[config.mk]
export PLATFORM = sky130hd
export DESIGN_NAME = neighbor_fetch
export DESIGN_NICKNAME = d
export VERILOG_FILES = /design/src/rtl/neighbor_fetch_pkg.sv /design/src/rtl/nf_fifo.sv /design/src/rtl/neighbor_fetch.sv
export SDC_FILE = /design/constraint.sdc
export NUM_CORES = 1
export LEC_CHECK = 0
export ABC_CLOCK_PERIOD_IN_PS = 6100
export BUFFER_PORTS_ARGS = -buffer_cell sky130_fd_sc_hd__buf_2
export CAP_MARGIN = 40
export CORE_ASPECT_RATIO = 0.6
export CORE_MARGIN = 2
export CORE_UTILIZATION = 35
export CTS_CLUSTER_SIZE = 24
export DETAILED_ROUTE_END_ITERATION = 8
export GPL_ROUTABILITY_DRIVEN = 0
export HOLD_SLACK_MARGIN = 0.02
export PLACE_DENSITY_LB_ADDON = 0.25
export SLEW_MARGIN = 40
export SYNTH_ARGS = -nofsm -noshare
export SYNTH_HDL_FRONTEND = slang
export SYNTH_SLANG_ARGS = --single-unit
[constraint.sdc]
create_clock -name sys_clk -period 6.1 [get_ports sys_clk]
set_input_delay 0.61 -clock sys_clk [delete_from_list [all_inputs] [get_ports sys_clk]]
set_output_delay 0.61 -clock sys_clk [all_outputs]
set_load 0.1 [all_outputs]
[src/rtl/neighbor_fetch_pkg.sv]
// Shared BFS types: vertex/round widths and the beat record carried through the
// neighbor-fetch output buffer.
package neighbor_fetch_pkg;

  localparam int ROUND_W = 2;
  localparam int VID_W   = 32;

  typedef logic [ROUND_W-1:0] round_t;
  typedef logic [VID_W-1:0]   vid_t;

  typedef struct packed {
    vid_t        neighbor;
    vid_t        sender;
    logic [31:0] num;
    round_t      round;
    logic        barrier;
  } beat_t;

  localparam int BEAT_W = $bits(beat_t);

  localparam logic [1:0] ST_IDLE    = 2'd0;
  localparam logic [1:0] ST_FETCH   = 2'd1;
  localparam logic [1:0] ST_BARRIER = 2'd2;

  // A barrier beat carries only its round; every other field is zero.
  function automatic beat_t barrier_beat(input round_t r);
    beat_t b;
    b         = '0;
    b.round   = r;
    b.barrier = 1'b1;
    return b;
  endfunction

endpackage

[src/rtl/nf_fifo.sv]
// Synchronous FIFO, power-of-two depth; occupancy exported so the producer can
// budget reads against free space.
module nf_fifo #(
  parameter int DEPTH = 2,
  parameter int WIDTH = 8
) (
  input  logic                     i_clk,
  input  logic                     i_rst,
  input  logic                     i_push,
  input  logic [WIDTH-1:0]         i_din,
  input  logic                     i_pop,
  output logic [WIDTH-1:0]         o_dout,
  output logic                     o_empty,
  output logic [$clog2(DEPTH):0]   o_count
);

  localparam int AW = $clog2(DEPTH);

  logic [WIDTH-1:0] r_mem [DEPTH];
  logic [AW-1:0]    r_wp, r_rp;
  logic [AW:0]      r_cnt;
  logic             w_push, w_pop;

  assign w_push  = i_push & (r_cnt != (AW+1)'(DEPTH));
  assign w_pop   = i_pop & (r_cnt != '0);
  assign o_dout  = r_mem[r_rp];
  assign o_empty = (r_cnt == '0);
  assign o_count = r_cnt;

  always_ff @(posedge i_clk) begin
    if (w_push) r_mem[r_wp] <= i_din;
  end

  always_ff @(posedge i_clk) begin
    if (i_rst) begin
      r_wp  <= '0;
      r_rp  <= '0;
      r_cnt <= '0;
    end else begin
      if (w_push) r_wp <= r_wp + 1'b1;
      if (w_pop)  r_rp <= r_rp + 1'b1;
      case ({w_push, w_pop})
        2'b10:   r_cnt <= r_cnt + 1'b1;
        2'b01:   r_cnt <= r_cnt - 1'b1;
        default: r_cnt <= r_cnt;
      endcase
    end
  end

endmodule

[src/rtl/neighbor_fetch.sv]
// Expands a vertex's adjacency list into one beat per neighbor read from edge
// memory, and turns round-barrier commands into a single barrier beat.
module neighbor_fetch
  import neighbor_fetch_pkg::*;
#(
  parameter int EDGE_ADDR_BITS = 16,
  parameter int FIFO_DEPTH     = 2
) (
  input  logic                      sys_clk,
  input  logic                      sys_rst,
  input  logic [31:0]               sender_in,
  input  logic [EDGE_ADDR_BITS-1:0] start_idx_in,
  input  logic [31:0]               num_neighbors_in,
  input  logic [1:0]                round_in,
  input  logic                      barrier_in,
  input  logic                      valid_in,
  output logic                      ready_out,
  output logic                      edge_rd_en,
  output logic [EDGE_ADDR_BITS-1:0] edge_rd_adr,
  input  logic [31:0]               edge_rd_dat,
  output logic [31:0]               neighbor_out,
  output logic [31:0]               sender_out,
  output logic [31:0]               num_neighbors_out,
  output logic [1:0]                round_out,
  output logic                      barrier_out,
  output logic                      valid_out,
  input  logic                      ready_in
);

  localparam int CNT_W = $clog2(FIFO_DEPTH) + 1;

  logic [1:0]                r_state;
  vid_t                      r_sender;
  logic [31:0]               r_num, r_count;
  round_t                    r_round;
  logic [EDGE_ADDR_BITS-1:0] r_addr;
  logic                      r_inflight;
  vid_t                      r_inf_sender;
  logic [31:0]               r_inf_num;
  round_t                    r_inf_round;

  logic             w_empty, w_valid, w_pop, w_push, w_rd, w_bar_push;
  logic [CNT_W-1:0] w_count;
  logic [CNT_W:0]   w_occ;
  beat_t            w_din, w_head;

  // A beat leaving this cycle frees its slot for a read issued this cycle,
  // which is what sustains one neighbor per cycle with a shallow buffer.
  assign w_valid    = ~sys_rst & ~w_empty;
  assign w_pop      = w_valid & ready_in;
  assign w_occ      = {1'b0, w_count} + {{CNT_W{1'b0}}, r_inflight} - {{CNT_W{1'b0}}, w_pop};
  assign w_rd       = ~sys_rst & (r_state == ST_FETCH) & (w_occ < (CNT_W+1)'(FIFO_DEPTH));
  assign w_bar_push = ~sys_rst & (r_state == ST_BARRIER) & w_empty & ~r_inflight;
  assign w_push     = (~sys_rst & r_inflight) | w_bar_push;

  always_comb begin
    w_din = barrier_beat(r_round);
    if (r_inflight) begin
      w_din.neighbor = edge_rd_dat;
      w_din.sender   = r_inf_sender;
      w_din.num      = r_inf_num;
      w_din.round    = r_inf_round;
      w_din.barrier  = 1'b0;
    end
  end

  nf_fifo #(.DEPTH(FIFO_DEPTH), .WIDTH(BEAT_W)) u_fifo (
    .i_clk   (sys_clk),
    .i_rst   (sys_rst),
    .i_push  (w_push),
    .i_din   (w_din),
    .i_pop   (w_pop),
    .o_dout  (w_head),
    .o_empty (w_empty),
    .o_count (w_count)
  );

  assign ready_out         = sys_rst | (r_state == ST_IDLE);
  assign edge_rd_en        = w_rd;
  assign edge_rd_adr       = sys_rst ? '0 : r_addr;
  assign valid_out         = w_valid;
  assign neighbor_out      = w_valid ? w_head.neighbor : '0;
  assign sender_out        = w_valid ? w_head.sender   : '0;
  assign num_neighbors_out = w_valid ? w_head.num      : '0;
  assign round_out         = w_valid ? w_head.round    : '0;
  assign barrier_out       = w_valid & w_head.barrier;

  always_ff @(posedge sys_clk) begin
    if (sys_rst) begin
      r_state      <= ST_IDLE;
      r_sender     <= '0;
      r_num        <= '0;
      r_count      <= '0;
      r_round      <= '0;
      r_addr       <= '0;
      r_inflight   <= 1'b0;
      r_inf_sender <= '0;
      r_inf_num    <= '0;
      r_inf_round  <= '0;
    end else begin
      r_inflight <= w_rd;
      // Each read carries its own command fields so the next command can be
      // accepted while the last word of this one is still in flight.
      if (w_rd) begin
        r_inf_sender <= r_sender;
        r_inf_num    <= r_num;
        r_inf_round  <= r_round;
        r_addr       <= r_addr + 1'b1;
        r_count      <= r_count - 32'd1;
      end
      case (r_state)
        ST_IDLE: begin
          if (valid_in) begin
            if (barrier_in) begin
              r_round <= round_in;
              r_state <= ST_BARRIER;
            end else if (num_neighbors_in != 32'd0) begin
              r_sender <= sender_in;
              r_num    <= num_neighbors_in;
              r_count  <= num_neighbors_in;
              r_round  <= round_in;
              r_addr   <= start_idx_in;
              r_state  <= ST_FETCH;
            end
          end
        end
        ST_FETCH:   if (w_rd && r_count == 32'd1) r_state <= ST_IDLE;
        ST_BARRIER: if (w_bar_push) r_state <= ST_IDLE;
        default:    r_state <= ST_IDLE;
      endcase
    end
  end

endmodule

==> impl_metrics.csv <==
group,metric,value,unit
detailed_routing,firstDrtPassIters,5,
finish,final_cells,2285,
synth,ys_ff_latch,386,
finish,nNetsFinal,1798,
clock_network,post-cts-setup-buffer-count,0,
global_route,grt_max_degree,102,
setup_path,crit_path_end_kind,"primary output",
sta,max_freq,242.7,MHz
power_and_ir_drop,leakage,0.006735,uW
sta,tns,0,ns
die,die_h,167.9,um
setup_path,r2r-start,"u_fifo.o_count[1]",
sta,drv_slew,0,
detailed_routing,drc,0,
setup_path,crit_path_frequent_cell,"inv_1",
setup_path,crit_path_max_incr_delay,0.46,ns
sta,fin_skew,0.007385,ns
sta,hold_violations,0,
setup_path,path_buf_inv,6,
detailed_routing,drtIter0Drc,619,
placed_design,dp_hpwl,24720,um
run_status,status,"finished, final reports clean",
setup_path,start_kind,"input pin",
detailed_routing,avgRoutedWirePerCell,16.66,um
sta,finalSetupViolations,0,
global_route,antenna_found_initial,3,
synth,syn-num-nets,1603,
detailed_routing,vias,11180,
sta,worstMarginPinSlew,0.8509,ns
detailed_routing,via_per_inst,4.891,
clock_network,path_clk_slew,0.06,ns
setup_path,cp_data_required_time,5.49,ns
clock_network,insertion_delay,0.52,ns
sta,rsz0062_at_grt,"no",
global_route,grt-ovfl-total,0,
sta,period_minus_slack,4.121,ns
setup_path,cpMaxStageDelayCell,"buf_6",
global_route,grt_pass1_vias,10810,
synth,synth-edff-count,198,
sta,post-route-period-util,0.6755,
global_route,grt_use_total,0.1609,
die,core-area,43780,sq um
die,die_area,46530,sq um
setup_path,rr_endpoint,"r_count[2]",
synth,syn-cell-area,15670,sq um
synth,ys_seq_area_frac,0.6197,
finish,syn2layout_area_growth,19.92,%
setup_path,crit_cells,13,
setup_path,cp_top_family,"buffers and inverters",
sta,holdWs,0.3230,ns
setup_path,cp_cell_sequence,"buf_6, inv_1, buf_4, o21ai_4, inv_1, and2_1, ha_1, nand2b_1, fa_1, xnor2_1, nand2_2, inv_2, buf_12",
detailed_routing,ant_nets,0,
synth,async_reset_ff_frac,0,
job,cap_violations,0,
sta,timing.slew.headroom,0.4275,
detailed_routing,drt_wl_total,38060,um
power_and_ir_drop,peakVddDrop,170.2,uV
setup_path,reg2reg_depth,13,
synth,ys_warn_count,0,
placed_design,port_buffers,236,
setup_path,path_max_fanout,83,
synth,post_synth_num_cell_types,50,
clock_network,cts_tree,"built",
synth,ys.flop_type,"edfxtp_1",
die,io_pins,237,
clock_network,clock-root-buffer,"clkbuf_16",
clock_network,cts_resized,0,
clock_network,cts.sinks,386,
clock_network,ctsHoldBuffers,0,
global_route,grt_pass1_wl,59780,um
setup_path,arrival,3.51,ns
worst_hold_path,min_path_type,"in -> reg",
setup_path,endpoint,"edge_rd_en",
setup_path,reg2reg_slack,2.65,ns
finish,drive_above_1_share,0.1955,
synth,syn_inst,1478,
synth,syn_area_per_cell,10.60,sq um
clock_network,cts_max_level,2,
setup_path,critPathKind,"in -> out",
clock_network,cts_buffers,39,
power_and_ir_drop,p_per_area,317.1,nW/um^2
die,num_rows,59,
placed_design,dp.cells,2211,
clock_network,clockBufferDepth,3,
die,initial_core_util,0.3579,
setup_path,critPathLaunch,"sys_rst",
die,die_w,277.1,um
## power breakdown
group / internal (uW) / leakage, uW / switching, uW
combinational: 164 / 0.00273 / 484
sequential: 2790 / 0.00335 / 59.8
clock: 1470 / 0.000654 / 988
## worst register-to-register path, stage by stage, from the launching register on
cell      delay, ns
dfxtp_1        0.43
o21ai_4        0.20
inv_1          0.07
and2_1         0.16
ha_1           0.26
nand2b_1       0.15
fa_1           0.43
xnor2_1        0.34
nand2_2        0.14
inv_2          0.19
buf_4          0.48
nand2_1        0.15
xor2_1         0.16
a211oi_1       0.21
## stage by stage
step | power, uW | utilization | cell area [sq um] | worst slack, ns
after floorplan | 3391 | - | 15670 | 0.2925
after global placement | 3555 | 0.3977 | 17410 | 1.757
after detailed placement | 3565 | 0.3985 | 17450 | 1.719
after CTS | 6040 | 0.4289 | 18780 | 1.969
after global routing | 6206 | 0.4291 | 18780 | 1.735
final | 5957 | 0.4292 | 18790 | 1.979
## area by class of cell
cell class	instances	area (sq um)
Clock inverter	18	167.7
Fill cell	4262	24990
Timing Repair Buffer	254	1389
Inverter	9	33.78
Sequential cell	386	9717
Clock buffer	53	1164
Antenna cell	3	7.507
Tap cell	579	724.4
Multi-Input combinational cell	983	5585
## registers in the layout (all words and copies together) (netlist names), named ones only
| register | count |
|---|---|
| u_fifo.r_rp | 1 |
| r_inf_round | 2 |
| r_inf_num | 32 |
| r_addr | 16 |
| r_inflight | 1 |
| u_fifo.o_count | 2 |
| r_state | 2 |
| r_count | 32 |
| r_inf_sender | 32 |
| r_num | 32 |
| u_fifo.r_mem | 198 |
| u_fifo.r_wp | 1 |
| r_sender | 32 |
| r_round | 2 |
## worst min-delay path by stage
stage | start | to | slack, ns | cells past startpoint
finish | sender_in[4] | r_sender[4] | 0.32 | 3
global route | sender_in[6] | r_sender[6] | 0.30 | 3
CTS | sender_in[4] | r_sender[4] | 0.29 | 3
detailed placement | r_inf_sender[5] | r_inf_sender[5] | 0.44 | 2
global placement | r_sender[27] | r_inf_sender[27] | 0.44 | 2
floorplan | r_inf_num[0] | r_inf_num[0] | 0.43 | 2
## cells in the mapped netlist, types with 2 or more instances
master | n | area share
clkbuf_1 | 82 | 0.020
o21a_1 | 4 | 0.0019
a21oi_1 | 162 | 0.052
buf_2 | 4 | 0.0013
mux2i_1 | 101 | 0.065
nor4_1 | 15 | 0.0060
mux2_2 | 2 | 0.0014
nand3_1 | 9 | 0.0029
o31ai_1 | 4 | 0.0019
and2_1 | 98 | 0.039
inv_1 | 9 | 0.0022
o21ai_0 | 41 | 0.013
nor2b_1 | 16 | 0.0064
nor4_2 | 3 | 0.0024
nand4_1 | 12 | 0.0048
nor2_1 | 125 | 0.030
and3_1 | 5 | 0.0020
nand2_1 | 273 | 0.065
xnor2_1 | 23 | 0.013
xor2_1 | 19 | 0.011
a31oi_1 | 6 | 0.0024
buf_1 | 14 | 0.0034
nand4b_1 | 2 | 0.0011
or4_1 | 4 | 0.0019
dfxtp_1 | 188 | 0.24
nor3_1 | 11 | 0.0035
ha_1 | 5 | 0.0040
edfxtp_1 | 198 | 0.38
a211oi_1 | 12 | 0.0058
or3_1 | 11 | 0.0044
## cells by family (layout without fill, tap and decap cells)
| group | Yosys count | count (layout) | synth area share |
|---|---|---|---|
| AO/OA/AOI/OAI | 237 | 237 | 0.08114 |
| XOR/XNOR | 42 | 42 | 0.02348 |
| flip-flops | 386 | 386 | 0.6197 |
| other | 0 | 3 | 0 |
| adder cells (fa/ha/maj) | 6 | 6 | 0.005271 |
| buffers and inverters | 109 | 334 | 0.02643 |
| AND/OR/NAND/NOR | 595 | 595 | 0.1780 |
| multiplexers | 103 | 103 | 0.06596 |
## cells in the final DEF (no fill, tap or decap), types with 4 or more instances in the layout
| master | n |
|---|---|
| nor2_1 | 123 |
| clkinv_1 | 5 |
| nand2_1 | 272 |
| nor3_1 | 11 |
| and3_1 | 5 |
| clkbuf_1 | 5 |
| o31ai_1 | 4 |
| or4_1 | 4 |
| clkbuf_16 | 43 |
| a21oi_1 | 162 |
| or3_1 | 11 |
| nor4_1 | 15 |
| nand3_1 | 9 |
| clkinv_2 | 7 |
| dfxtp_1 | 186 |
| and2_1 | 98 |
| clkbuf_8 | 5 |
| xnor2_1 | 23 |
| ha_1 | 5 |
| edfxtp_1 | 198 |
| o21ai_0 | 40 |
| a31oi_1 | 6 |
| buf_2 | 234 |
| nand4_1 | 12 |
| inv_1 | 8 |
| buf_6 | 4 |
| buf_4 | 11 |
| mux2i_1 | 101 |
| a211oi_1 | 12 |
| xor2_1 | 19 |
| nor2b_1 | 16 |
## layer usage
metal	vias to the layer above	global-route usage	part of all wire
li1	5509	-	-
met1	5400	0.2188	0.46
met4	0	0.03426	0.016
met3	50	0.03081	0.046
met2	216	0.2678	0.48
met5	-	0	0
(Power assumes the default switching activity.)
